==> src/rtl/pc_pkg.sv <==
// Shared types for the program-counter / fetch controller: FSM states,
// redirect-source codes and the default sequential increment.
package pc_pkg;

    typedef enum logic [1:0] {
        S_BOOT,
        S_FETCH,
        S_HOLD
    } state_t;

    // Source of a redirect. SRC_SEQ also means "no redirect requested".
    typedef enum logic [1:0] {
        SRC_SEQ,
        SRC_BR,
        SRC_JALR,
        SRC_TRAP
    } redir_src_t;

    localparam int DEFAULT_ILEN = 4;

endpackage

==> src/rtl/pc_next_sel.sv <==
// Next-PC selection: target adders, redirect priority mux and the
// misaligned-target check that swaps a bad target for the trap vector.
module pc_next_sel
    import pc_pkg::*;
#(
    parameter int              XLEN     = 32,
    parameter logic [XLEN-1:0] TRAP_VEC = 32'h100,
    parameter int              ILEN     = DEFAULT_ILEN
) (
    input  logic [XLEN-1:0] pc_i,
    input  logic            br_taken_i,
    input  logic [XLEN-1:0] br_imm_i,
    input  logic            jalr_en_i,
    input  logic [XLEN-1:0] jalr_base_i,
    input  logic [XLEN-1:0] jalr_imm_i,
    input  logic            trap_en_i,
    input  logic            pend_valid_i,
    input  logic [XLEN-1:0] pend_pc_i,
    input  redir_src_t      pend_src_i,
    output redir_src_t      redir_src_o,
    output logic [XLEN-1:0] redir_pc_o,
    output logic [XLEN-1:0] next_pc_o,
    output logic            misalign_o
);

    localparam logic [XLEN-1:0] JALR_MASK = ~{{(XLEN-1){1'b0}}, 1'b1};

    logic [XLEN-1:0] seq_pc;
    logic [XLEN-1:0] br_pc;
    logic [XLEN-1:0] jalr_pc;
    redir_src_t      sel_src;
    logic [XLEN-1:0] sel_pc;

    assign seq_pc  = pc_i + XLEN'(ILEN);
    assign br_pc   = pc_i + br_imm_i;
    assign jalr_pc = (jalr_base_i + jalr_imm_i) & JALR_MASK;

    // Live redirects first; a pending one only fills in for plain sequential flow.
    always_comb begin
        redir_src_o = SRC_SEQ;
        redir_pc_o  = seq_pc;
        if (trap_en_i) begin
            redir_src_o = SRC_TRAP;
            redir_pc_o  = TRAP_VEC;
        end else if (jalr_en_i) begin
            redir_src_o = SRC_JALR;
            redir_pc_o  = jalr_pc;
        end else if (br_taken_i) begin
            redir_src_o = SRC_BR;
            redir_pc_o  = br_pc;
        end

        sel_src = redir_src_o;
        sel_pc  = redir_pc_o;
        if (redir_src_o == SRC_SEQ && pend_valid_i) begin
            sel_src = pend_src_i;
            sel_pc  = pend_pc_i;
        end

        misalign_o = (sel_src != SRC_TRAP) && (sel_pc[1:0] != 2'b00);
        next_pc_o  = misalign_o ? TRAP_VEC : sel_pc;
    end

endmodule

==> src/rtl/pc_fetch_ctrl.sv <==
// Program counter and instruction-fetch controller with a req/ack I-mem
// handshake, stall support and redirects latched across wait states.
module pc_fetch_ctrl
    import pc_pkg::*;
#(
    parameter int              XLEN      = 32,
    parameter logic [XLEN-1:0] RESET_VEC = 32'h0,
    parameter logic [XLEN-1:0] TRAP_VEC  = 32'h100,
    parameter int              ILEN      = DEFAULT_ILEN
) (
    input  logic            clk,
    input  logic            areset,
    input  logic            stall,
    input  logic            br_taken,
    input  logic [XLEN-1:0] br_imm,
    input  logic            jalr_en,
    input  logic [XLEN-1:0] jalr_base,
    input  logic [XLEN-1:0] jalr_imm,
    input  logic            trap_en,
    output logic            imem_req,
    output logic [XLEN-1:0] imem_addr,
    input  logic            imem_ack,
    output logic [XLEN-1:0] pc,
    output logic            pc_valid,
    output logic            misalign_err
);

    state_t          state_q, state_d;
    logic [XLEN-1:0] pc_q, pc_d;
    logic [XLEN-1:0] hold_pc_q, hold_pc_d;
    logic [XLEN-1:0] pend_pc_q, pend_pc_d;
    redir_src_t      pend_src_q, pend_src_d;
    logic            pend_valid_q, pend_valid_d;
    logic            misalign_err_q, misalign_err_d;

    redir_src_t      redir_src;
    logic [XLEN-1:0] redir_pc;
    logic [XLEN-1:0] next_pc;
    logic            misalign;

    pc_next_sel #(
        .XLEN     (XLEN),
        .TRAP_VEC (TRAP_VEC),
        .ILEN     (ILEN)
    ) u_next_sel (
        .pc_i         (pc_q),
        .br_taken_i   (br_taken),
        .br_imm_i     (br_imm),
        .jalr_en_i    (jalr_en),
        .jalr_base_i  (jalr_base),
        .jalr_imm_i   (jalr_imm),
        .trap_en_i    (trap_en),
        .pend_valid_i (pend_valid_q),
        .pend_pc_i    (pend_pc_q),
        .pend_src_i   (pend_src_q),
        .redir_src_o  (redir_src),
        .redir_pc_o   (redir_pc),
        .next_pc_o    (next_pc),
        .misalign_o   (misalign)
    );

    always_ff @(posedge clk or negedge areset) begin
        if (!areset) begin
            state_q        <= S_BOOT;
            pc_q           <= RESET_VEC;
            hold_pc_q      <= RESET_VEC;
            pend_pc_q      <= RESET_VEC;
            pend_src_q     <= SRC_SEQ;
            pend_valid_q   <= 1'b0;
            misalign_err_q <= 1'b0;
        end else begin
            state_q        <= state_d;
            pc_q           <= pc_d;
            hold_pc_q      <= hold_pc_d;
            pend_pc_q      <= pend_pc_d;
            pend_src_q     <= pend_src_d;
            pend_valid_q   <= pend_valid_d;
            misalign_err_q <= misalign_err_d;
        end
    end

    // An accepted ack consumes (or supersedes) any pending redirect; a
    // redirect seen in any other non-boot cycle is remembered, latest wins.
    always_comb begin
        state_d        = state_q;
        pc_d           = pc_q;
        hold_pc_d      = hold_pc_q;
        pend_pc_d      = pend_pc_q;
        pend_src_d     = pend_src_q;
        pend_valid_d   = pend_valid_q;
        misalign_err_d = 1'b0;

        case (state_q)
            S_BOOT: begin
                state_d = S_FETCH;
            end
            S_FETCH: begin
                if (imem_ack) begin
                    misalign_err_d = misalign;
                    pend_valid_d   = 1'b0;
                    if (stall) begin
                        hold_pc_d = next_pc;
                        state_d   = S_HOLD;
                    end else begin
                        pc_d = next_pc;
                    end
                end else if (redir_src != SRC_SEQ) begin
                    pend_valid_d = 1'b1;
                    pend_pc_d    = redir_pc;
                    pend_src_d   = redir_src;
                end
            end
            S_HOLD: begin
                if (redir_src != SRC_SEQ) begin
                    pend_valid_d = 1'b1;
                    pend_pc_d    = redir_pc;
                    pend_src_d   = redir_src;
                end
                if (!stall) begin
                    pc_d    = hold_pc_q;
                    state_d = S_FETCH;
                end
            end
            default: begin
                state_d = S_BOOT;
            end
        endcase
    end

    assign imem_req     = (state_q == S_FETCH);
    assign imem_addr    = pc_q;
    assign pc           = pc_q;
    assign pc_valid     = (state_q == S_FETCH) && imem_ack;
    assign misalign_err = misalign_err_q;

endmodule

==> config.mk <==
export PLATFORM = sky130hd
export DESIGN_NAME = pc_fetch_ctrl
export DESIGN_NICKNAME = d
export VERILOG_FILES = /design/src/rtl/pc_pkg.sv /design/src/rtl/pc_next_sel.sv /design/src/rtl/pc_fetch_ctrl.sv
export SDC_FILE = /design/constraint.sdc
export NUM_CORES = 1
export LEC_CHECK = 0
export ABC_AREA = 1
export CAP_MARGIN = 20
export CORE_ASPECT_RATIO = 0.9
export CORE_MARGIN = 2
export CORE_UTILIZATION = 25
export DETAILED_ROUTE_END_ITERATION = 8
export MAX_ROUTING_LAYER = met4
export SETUP_SLACK_MARGIN = 0.5
export SLEW_MARGIN = 20
export SYNTH_ARGS = -nofsm -noshare
export SYNTH_HDL_FRONTEND = slang
export SYNTH_HIERARCHICAL = 1
export SYNTH_SLANG_ARGS = --single-unit
==> constraint.sdc <==
create_clock -name clk -period 4.2 [get_ports clk]
set_input_delay 0.63 -clock clk [delete_from_list [all_inputs] [get_ports clk]]
set_output_delay 0.63 -clock clk [all_outputs]
set_load 0.05 [all_outputs]
Yosys cells after proc, flatten, opt, wreduce, memory -nomap -nowiden
Index checks and enable logic that the tools add are counted.

cells by class
  add/subtract/negate cells = 3
  $mul = 0
  divide/modulo/power cells = 0
  magnitude comparators = 0
  equal/unequal tests = 8
  shift operators = 0
  mux-type cells = 28
  bitwise logic cells = 0
  reduce and logical (&&, ||, !) cells = 12

operator list
  operator                                                          number
  32-bit two-way mux                                                10
  32-bit case mux with 2 select lines                               2
  32-bit adder                                                      2
  32-bit by 3-bit adder with 32-bit output (second input constant)  1
  2-bit two-way mux                                                 8
  2-bit != test (second input constant)                             5
  2-bit case mux with 3 select lines                                1
  3-bit AND reduction                                               2
  2-bit nonzero test                                                3
  1-bit two-way mux                                                 5
  2-bit zero test                                                   2
  2-bit case mux with 2 select lines                                1
  4-bit AND reduction                                               1
  1-bit logical AND                                                 3
  2-bit by 1-bit == test with 1-bit output (second input constant)  1
  2-bit == test (second input constant)                             1
  2-bit by 1-bit != test with 1-bit output (second input constant)  1
  1-bit case mux with 2 select lines                                1
  2-bit AND reduction                                               1

storage, ports and cells
  bits in registers = 102
  bits in latches = 0
  RAM bits = 0
  bits in read-only memories = 0
  bits of input ports = 103
  memories = 0

Logic depth before layout (Yosys ltp)
Gate-level depths: netlist of run 1.

  word-level depth = 12
  gate-level depth with buffers = 20
  depth with buffers taken out = 20

Modules after synthesis
Netlist of run 1, hierarchy kept.

modules (own cells, without submodules)
  module         times used  cells each  area each (um^2)  sequential area each (um^2)
  pc_next_sel    1           1310        6393.6            0.0
  pc_fetch_ctrl  1           600         4827.1            2552.4

Worst setup path before layout of run 1
Ideal clock, no wire load.

  kind = reg2reg
  start point = reg pc_q[0], in the netlist imem_addr[0]
  end point = reg pc_q[24], in the netlist imem_addr[24]
  setup time = 67 ps
  arrival = 2607 ps
  required time = 4133 ps
  setup slack = 1526 ps
  stages on the path, launching flop included = 17
  path buffers = 1
  clock period less this slack = 2674 ps
  cell sequence = dfrtp_1 > ha_1 > inv_1 > fa_1 > o21ai_1 > a21oi_1 > a211oi_2 > nand2_1 > o21ai_1 > o21ai_2 > buf_6 > o21ai_1 > a21oi_1 > nand2_1 > nand2_1 > nand3_1 > nand2_1

on the way
  cells in the longest elaborated chain, start to end = 11
  elaborated cells between the ends (all ways) = 12

RTL lines
  item                                                                      line                                  source
  start: declaration                                                        pc_fetch_ctrl.sv:29                   logic [XLEN-1:0] pc_q, pc_d;
  start signal: assignment                                                  pc_fetch_ctrl.sv:73                   pc_q <= pc_d;
  32-bit by 3-bit adder with 32-bit output or 32-bit adder (tied branches)  pc_next_sel.sv:34, pc_next_sel.sv:35
  32-bit two-way mux (*)                                                    pc_next_sel.sv:48                     end else if (br_taken_i) begin
  32-bit two-way mux (*)                                                    pc_next_sel.sv:45                     end else if (jalr_en_i) begin
  32-bit two-way mux (*)                                                    pc_next_sel.sv:42                     if (trap_en_i) begin
  net redir_pc[1]                                                           pc_fetch_ctrl.sv:37                   logic [XLEN-1:0] redir_pc;
  32-bit two-way mux (*)                                                    pc_next_sel.sv:55                     if (redir_src_o == SRC_SEQ && pend_valid_i) begin
  2-bit nonzero test (*)                                                    pc_next_sel.sv:60                     misalign_o = (sel_src != SRC_TRAP) && (sel_pc[1:0] != 2'b00);
  1-bit logical AND (*)                                                     pc_next_sel.sv:60
  32-bit two-way mux (*)                                                    pc_next_sel.sv:61                     next_pc_o = misalign_o ? TRAP_VEC : sel_pc;
  net next_pc[24]                                                           pc_fetch_ctrl.sv:38                   logic [XLEN-1:0] next_pc;
  32-bit two-way mux (*)                                                    pc_fetch_ctrl.sv:101                  if (stall) begin
  32-bit two-way mux (*)                                                    pc_fetch_ctrl.sv:98                   if (imem_ack) begin
  32-bit case mux with 2 select lines (*)                                   pc_fetch_ctrl.sv:93                   case (state_q)

The timed path passes the listed nets; every way through them passes the cells marked *. The select of a mux whose other input is x is not followed.
A chain may end at the register's enable or synchronous reset.

Worst setup path in the final report of run 1
  start point = in br_imm[0]
  end point = reg pc_q[22], in the netlist imem_addr[22]

on the way
  cells in the longest elaborated chain, start to end = 11

RTL lines
  item                                     line                  source
  start: declaration                       pc_fetch_ctrl.sv:15   input logic [XLEN-1:0] br_imm,
  32-bit adder (*)                         pc_next_sel.sv:35     assign br_pc = pc_i + br_imm_i;
  32-bit two-way mux (*)                   pc_next_sel.sv:48
  32-bit two-way mux (*)                   pc_next_sel.sv:45
  32-bit two-way mux (*)                   pc_next_sel.sv:42
  32-bit two-way mux (*)                   pc_next_sel.sv:55
  2-bit nonzero test                       pc_next_sel.sv:60
  1-bit logical AND                        pc_next_sel.sv:60
  32-bit two-way mux (*)                   pc_next_sel.sv:61
  net next_pc[22]                          pc_fetch_ctrl.sv:38
  32-bit two-way mux (*)                   pc_fetch_ctrl.sv:101
  32-bit two-way mux (*)                   pc_fetch_ctrl.sv:98
  32-bit case mux with 2 select lines (*)  pc_fetch_ctrl.sv:93

Marked as above.

==> reports/results.ini, run 1 <==
[outcome]
run_status=finished clean

[pwr]
switchingPower_mw=4.04
p_sw_frac=0.548
p_int_mw=3.33
total_power_mw=7.37
power.leakage_nw=7.23
clock_power_share=0.117
p_per_area_nw_per_um2=541
p_comb_frac=0.643
pwr-share-seq=0.240
ir_drop_v=0.000328

[finish]
layout.nets=2195
design_area_um2=13600
diodes=0
layout_commonest_cell=nand2_1
drive_above_1_share=0.0409
final_cells=2629
area_growth_pct=21.5
layout_common_cells=nand2_1, inv_1, nand3_1

[setup_path]
r2r_cells=20
worst-path-buf-inv=3
crit_fanout=4
critical_path_class=primary input to flip-flop
crit_path_end_kind=flip-flop
cp.arrival_ns=3.67
cp_data_required_time_ns=4.48
worstPathCellList=clkdlybuf4s50_1 -> ha_1 -> inv_1 -> fa_1 -> inv_1 -> nand4_1 -> nand2_1 -> nand2_1 -> nand2_1 -> nand2_1 -> nand2_1 -> nand2_1 -> nand3_1 -> nand2_1 -> nand2_1 -> nand3_1 -> a21oi_1 -> nand2_1 -> nand2_1 -> nand3_1 -> nand2_1
cp-start-kind=primary input
path_depth=21
slowest_delay_ns=0.52
path_delay_family=simple AND/OR/NAND/NOR gates
worst_path_most_repeated_cell=nand2_1
slowest_stage=clkdlybuf4s50_1

[clock_tree]
clockBufferDepth=2
cts_tree=yes
ctsHoldBuffers=0
clkLatencyLatePin_ns=0.35
cts_sinks=102
numCtsBuffers=9
clk_pin_slew_ns=0.06
cts_resized=0
root_buffer=clkbuf_16
htree_levels=3
postCtsSetupBuffers=0

[sta]
final_hold_viol_count=0
fmax_mhz=295
relSlewSlack=0.436
slew_viol_final=0
rsz0062_at_grt=no
setup_ws_ns=0.815
tns_ns=0
fin_skew_ns=0.00803
min_period_ns=3.38
post-route-period-util=0.806
finalSetupViolations=0
worst-slew-pin-transition_ns=0.843

[global_routing]
grt_pass1_vias=11845
overflow=0
grt_max_degree=48
grt_pass1_wl_um=68300
grtUsageTotal=0.194
antenna_found_initial=0

[routing]
drcViolationCount=0
postRouteAntennaNets=0
wirelength_um=44000
drt-wirelength-per-cell_um=16.8
first_pass_iters=6
via_count=12773
post_drt_via_cell_ratio=4.86
drtIter0Drc=1036

[logic_synthesis]
yosysWarnings=6
synth-seq-cells=102
yosysSeqAreaShare=0.227
synth_edf_count=0
async_flop_share=1.00
synth_area_um2=11200
avgSynthCellArea_um2=5.87
postSynthCellCount=1910
netlist-cell-type-count=49
ys.flop_type=dfrtp_1
synth_nets=2081

[floorplan]
floorplan.initialDensity=0.254
die_x_um=227
num_rows=73
die_area_um2=46600
die_height_um=205
coreArea_um2=44200
ios=170

[place]
place_congestion=0.944
placedInstanceArea_um2=13300
placedCellCount=2613
place_ws_ns=0.484
io_buffers=169
dp_hpwl_um=33900

[job]
drv_cap=0

[min_path]
min_path_type=primary input to asynchronous set/reset pin

==> path summary, 6_finish.rpt <==
path                               start             to  slack (ns)
min reg2reg                hold_pc_q[31]  hold_pc_q[31]        0.47
max                            br_imm[0]  imem_addr[22]        0.82
max reg2reg                 imem_addr[0]  imem_addr[22]        1.09
min in group clk           hold_pc_q[31]  hold_pc_q[31]        0.47
max in group asynchronous         areset  imem_addr[17]        3.22
min                               areset  imem_addr[26]        0.10
==> routing by layer <==
metal,track usage,share of wire
met4,0.0476,0.022
met3,0.0182,0.062
met5,-,0
met2,0.300,0.44
met1,0.271,0.47
==> Yosys cell counts, drive strengths merged, types with 11 or more instances <==
| master | n | area share |
|---|---|---|
| nand3 | 199 | 0.092 |
| buf | 82 | 0.046 |
| nand2 | 743 | 0.25 |
| o21ai | 88 | 0.040 |
| nand4 | 52 | 0.030 |
| nor3 | 15 | 0.0071 |
| nor2 | 127 | 0.047 |
| a21oi | 120 | 0.054 |
| dfrtp | 102 | 0.23 |
| inv | 232 | 0.078 |
| xor2 | 11 | 0.0086 |
| xnor2 | 12 | 0.0094 |
| clkbuf | 14 | 0.0047 |
| ha | 66 | 0.074 |
==> state kept, by name (all words and copies together) (netlist names) <==
register      flops
pend_src_q        2
pend_valid_q      1
pend_pc_q        32
state_q           2
hold_pc_q        32
misalign_err      1
imem_addr        32
==> power groups by stage <==
stage	clock network, mW	logic (mW)	registers (mW)
floorplan	0	3.00	2.03
global placement	0	4.68	1.77
detailed placement	0	4.71	1.78
CTS	0.878	4.73	1.76
global route	0.916	5.21	1.82
finish	0.863	4.74	1.77
==> per-stage QoR <==
stage	util	hold slack, ns
3_3_place_gp	0.302	0.453
3_5_place_dp	0.302	0.458
2_1_floorplan	-	0.334
4_1_cts	0.308	0.0945
6_report	0.308	0.104
5_1_grt	0.308	0.0963
==> final cells by class <==
type	instances	area, um2
Timing Repair Buffer	199	1930
Tap cell	600	751
Clock buffer	13	260
Sequential cell	102	2550
Inverter	234	881
Fill cell	4973	30600
Clock inverter	3	42.5
Multi-Input combinational cell	1478	7220
==> kinds of logic (layout without fill, tap and decap cells) <==
logic type	Yosys count	count (layout)	synth area share
adders and majority gates	68	68	0.0772
and+or+nand+nor	1156	1156	0.438
buffers and inverters	330	449	0.129
DFF	102	102	0.227
xor gates and xnor gates	23	23	0.0180
AOI/OAI and AO/OA	231	231	0.110
(Power assumes the default switching activity.)
==> run 2, diff against run 1 <==
- clock period: 4.2 -> 2.9 ns (I/O delays scaled with it)
==> run 2 against run 1 <==
Sequential cell count stayed put. Sequential share of layout area is 4.9 points lower. The flow now finishes with violations (negative setup slack). Register-to-register slack worse by 1.1 ns. Clock-buffer cell count is 1 lower.
==> reports/results.ini, run 2 (synthesis results as in run 1) <==
[clock_tree]
htree_levels=3  ; unchanged
cts_tree=yes
clockBufferDepth=2  ; unchanged
clkLatencyLatePin_ns=0.36  ; about the same
ctsHoldBuffers=0  ; unchanged
numCtsBuffers=9  ; unchanged
cts_sinks=102  ; unchanged
root_buffer=clkbuf_16
clk_pin_slew_ns=0.08  ; +0.02 ns

[sta]
fin_skew_ns=0.0113  ; +0.00328 ns
finalSetupViolations=17  ; +17
post-route-period-util=1.02
tns_ns=-0.429  ; -0.429 ns
fmax_mhz=339
worst-slew-pin-transition_ns=0.940  ; +0.0972 ns
min_period_ns=2.95
slew_viol_final=0  ; unchanged
setup_ws_ns=-0.0500  ; -0.865 ns
relSlewSlack=0.373  ; -0.0628
rsz0062_at_grt=yes
final_hold_viol_count=0  ; unchanged

[floorplan]
coreArea_um2=44200  ; unchanged
ios=170  ; unchanged
die_area_um2=46600  ; unchanged
floorplan.initialDensity=0.254  ; unchanged
die_x_um=227  ; unchanged
die_height_um=205  ; unchanged
num_rows=73  ; unchanged

[routing]
first_pass_iters=7  ; +1
post_drt_via_cell_ratio=4.90  ; +0.95%
via_count=14297  ; +12%
wirelength_um=50500  ; +15%
drt-wirelength-per-cell_um=17.3  ; +3.4%
postRouteAntennaNets=0  ; unchanged
drcViolationCount=0  ; unchanged
drtIter0Drc=1333  ; +29%

[pwr]
ir_drop_v=0.000391  ; +19%
power.leakage_nw=9.51  ; +32%
p_per_area_nw_per_um2=742  ; +37%
total_power_mw=13.7  ; +87%

[finish]
layout_commonest_cell=nand2_1
final_cells=2915  ; +11%
area_growth_pct=65.1
layout.nets=2481  ; +13%
diodes=0  ; unchanged
nFillCells=4522  ; -9.1%
layout_common_cells=nand2_1, buf_4, inv_1
drive_above_1_share=0.348  ; +0.307

[setup_path]
reg2reg_slack_ns=-0.05  ; -1.14 ns
crit_end=imem_addr[11]
cp-start-kind=flip-flop
r2r_start=imem_addr[0]
crit_fanout=6  ; +2
crit_path_end_kind=flip-flop
startpoint=imem_addr[0]
cp.arrival_ns=3.25  ; -0.42 ns
worstReg2RegEnd=imem_addr[11]
critical_path_class=flip-flop to flip-flop
r2r_cells=18  ; -10%
cp_data_required_time_ns=3.20  ; -1.28 ns

[global_routing]
antenna_found_initial=0  ; unchanged
overflow=0  ; unchanged
grt_pass1_vias=13481  ; +14%
grt_max_degree=62  ; +29%
grt_pass1_wl_um=75100  ; +10%
grtUsageTotal=0.213  ; +0.0194

[place]
place_congestion=0.930  ; -1.5%
dp_hpwl_um=36200  ; +7.0%
io_buffers=169  ; unchanged
placedCellCount=2839  ; +8.6%

[outcome]
violations=negative setup slack
run_status=finished, violations left

[job]
drv_cap=0  ; unchanged

[min_path]
min_path_type=primary input to asynchronous set/reset pin

==> run 2: cell types whose count changed in the layout (fill, tap and decap cells not counted), sizes merged <==
cell	delta
buf	+287
clkdlybuf4s50	-72
dlymetal6s2s	+40
dlygate4sd2	+29
clkdlybuf4s15	+2
inv	+2
clkbuf	-1
clkinvlp	-1
==> run 2: timing repair <==
| action | CTS | global route |
|---|---|---|
| pin swaps | 80 | 138 |
| gates resized for setup | 267 | 382 |
| setup buffers | 20 | 39 |
| setup endpoints to repair | 93 | 96 |
| hold endpoints to repair | 0 | 0 |
| gates cloned | 1 | 0 |
==> run 2: area by class of cell <==
class / instances / area [um2] / share of cell area
multi-input cells: 1478 / 9690 / 0.523
repair buffers: 485 / 4340 / 0.234
flip-flops and latches: 102 / 2560 / 0.138
inverters: 234 / 883 / 0.0477
well taps: 600 / 751 / 0.0405
clock buffers: 12 / 246 / 0.0133
clock inverters: 4 / 56.3 / 0.00304
==> run 2: report_power, final <==
| group | internal [mW] | leakage (nW) | switching [mW] | total (mW) |
|---|---|---|---|---|
| combinational | 3.92 | 8.04 | 6.09 | 10.0 |
| clock | 0.703 | 0.148 | 0.584 | 1.29 |
| sequential | 1.97 | 1.32 | 0.484 | 2.45 |
==> run 2: critical path, stage by stage, from the launching register on <==
cell and delay, ns:
dfrtp_2 0.39, ha_4 0.17, inv_2 0.04, fa_2 0.57, o21ai_1 0.09, a21oi_1 0.16
a211oi_2 0.05, buf_4 0.16, nand2_2 0.06, o21ai_2 0.06, o21ai_2 0.20, buf_12 0.17
buf_12 0.12, o21ai_1 0.08, a21oi_2 0.18, nand2_1 0.09, nand2_2 0.12, nand3_1 0.08
nand2_1 0.09
==> run 2: stage by stage <==
| step | hold WS (ns) | cell area (um2) | worst slack, ns | utilization |
|---|---|---|---|---|
| floorplan | 0.139 | 11200 | 0.426 | - |
| global placement | 0.450 | 15100 | -0.611 | 0.342 |
| detailed placement | 0.453 | 15100 | -0.626 | 0.342 |
| CTS | 0.246 | 16700 | 0.0380 | 0.379 |
| global route | 0.292 | 18500 | -0.116 | 0.419 |
| finish | 0.227 | 18500 | -0.0500 | 0.419 |
==> run 2: worst min-delay path by stage <==
stage	startpoint	endpoint	cells after the start
after floorplan	areset	hold_pc_q[0]	0
after global placement	pend_pc_q[31]	pend_pc_q[31]	2
after detailed placement	pend_pc_q[31]	pend_pc_q[31]	2
after CTS	areset	pend_pc_q[26]	1
after global routing	areset	pend_pc_q[26]	1
final	areset	pend_pc_q[26]	1
==> run 2: layer usage <==
layer,wire length (um),share of wire,GRT usage,vias to the layer above
li1,-,-,-,6898
met5,0,0,-,-
met1,23000,0.46,0.298,6809
met2,22600,0.45,0.332,511
met3,3310,0.065,0.0169,79
met4,1590,0.032,0.0535,0
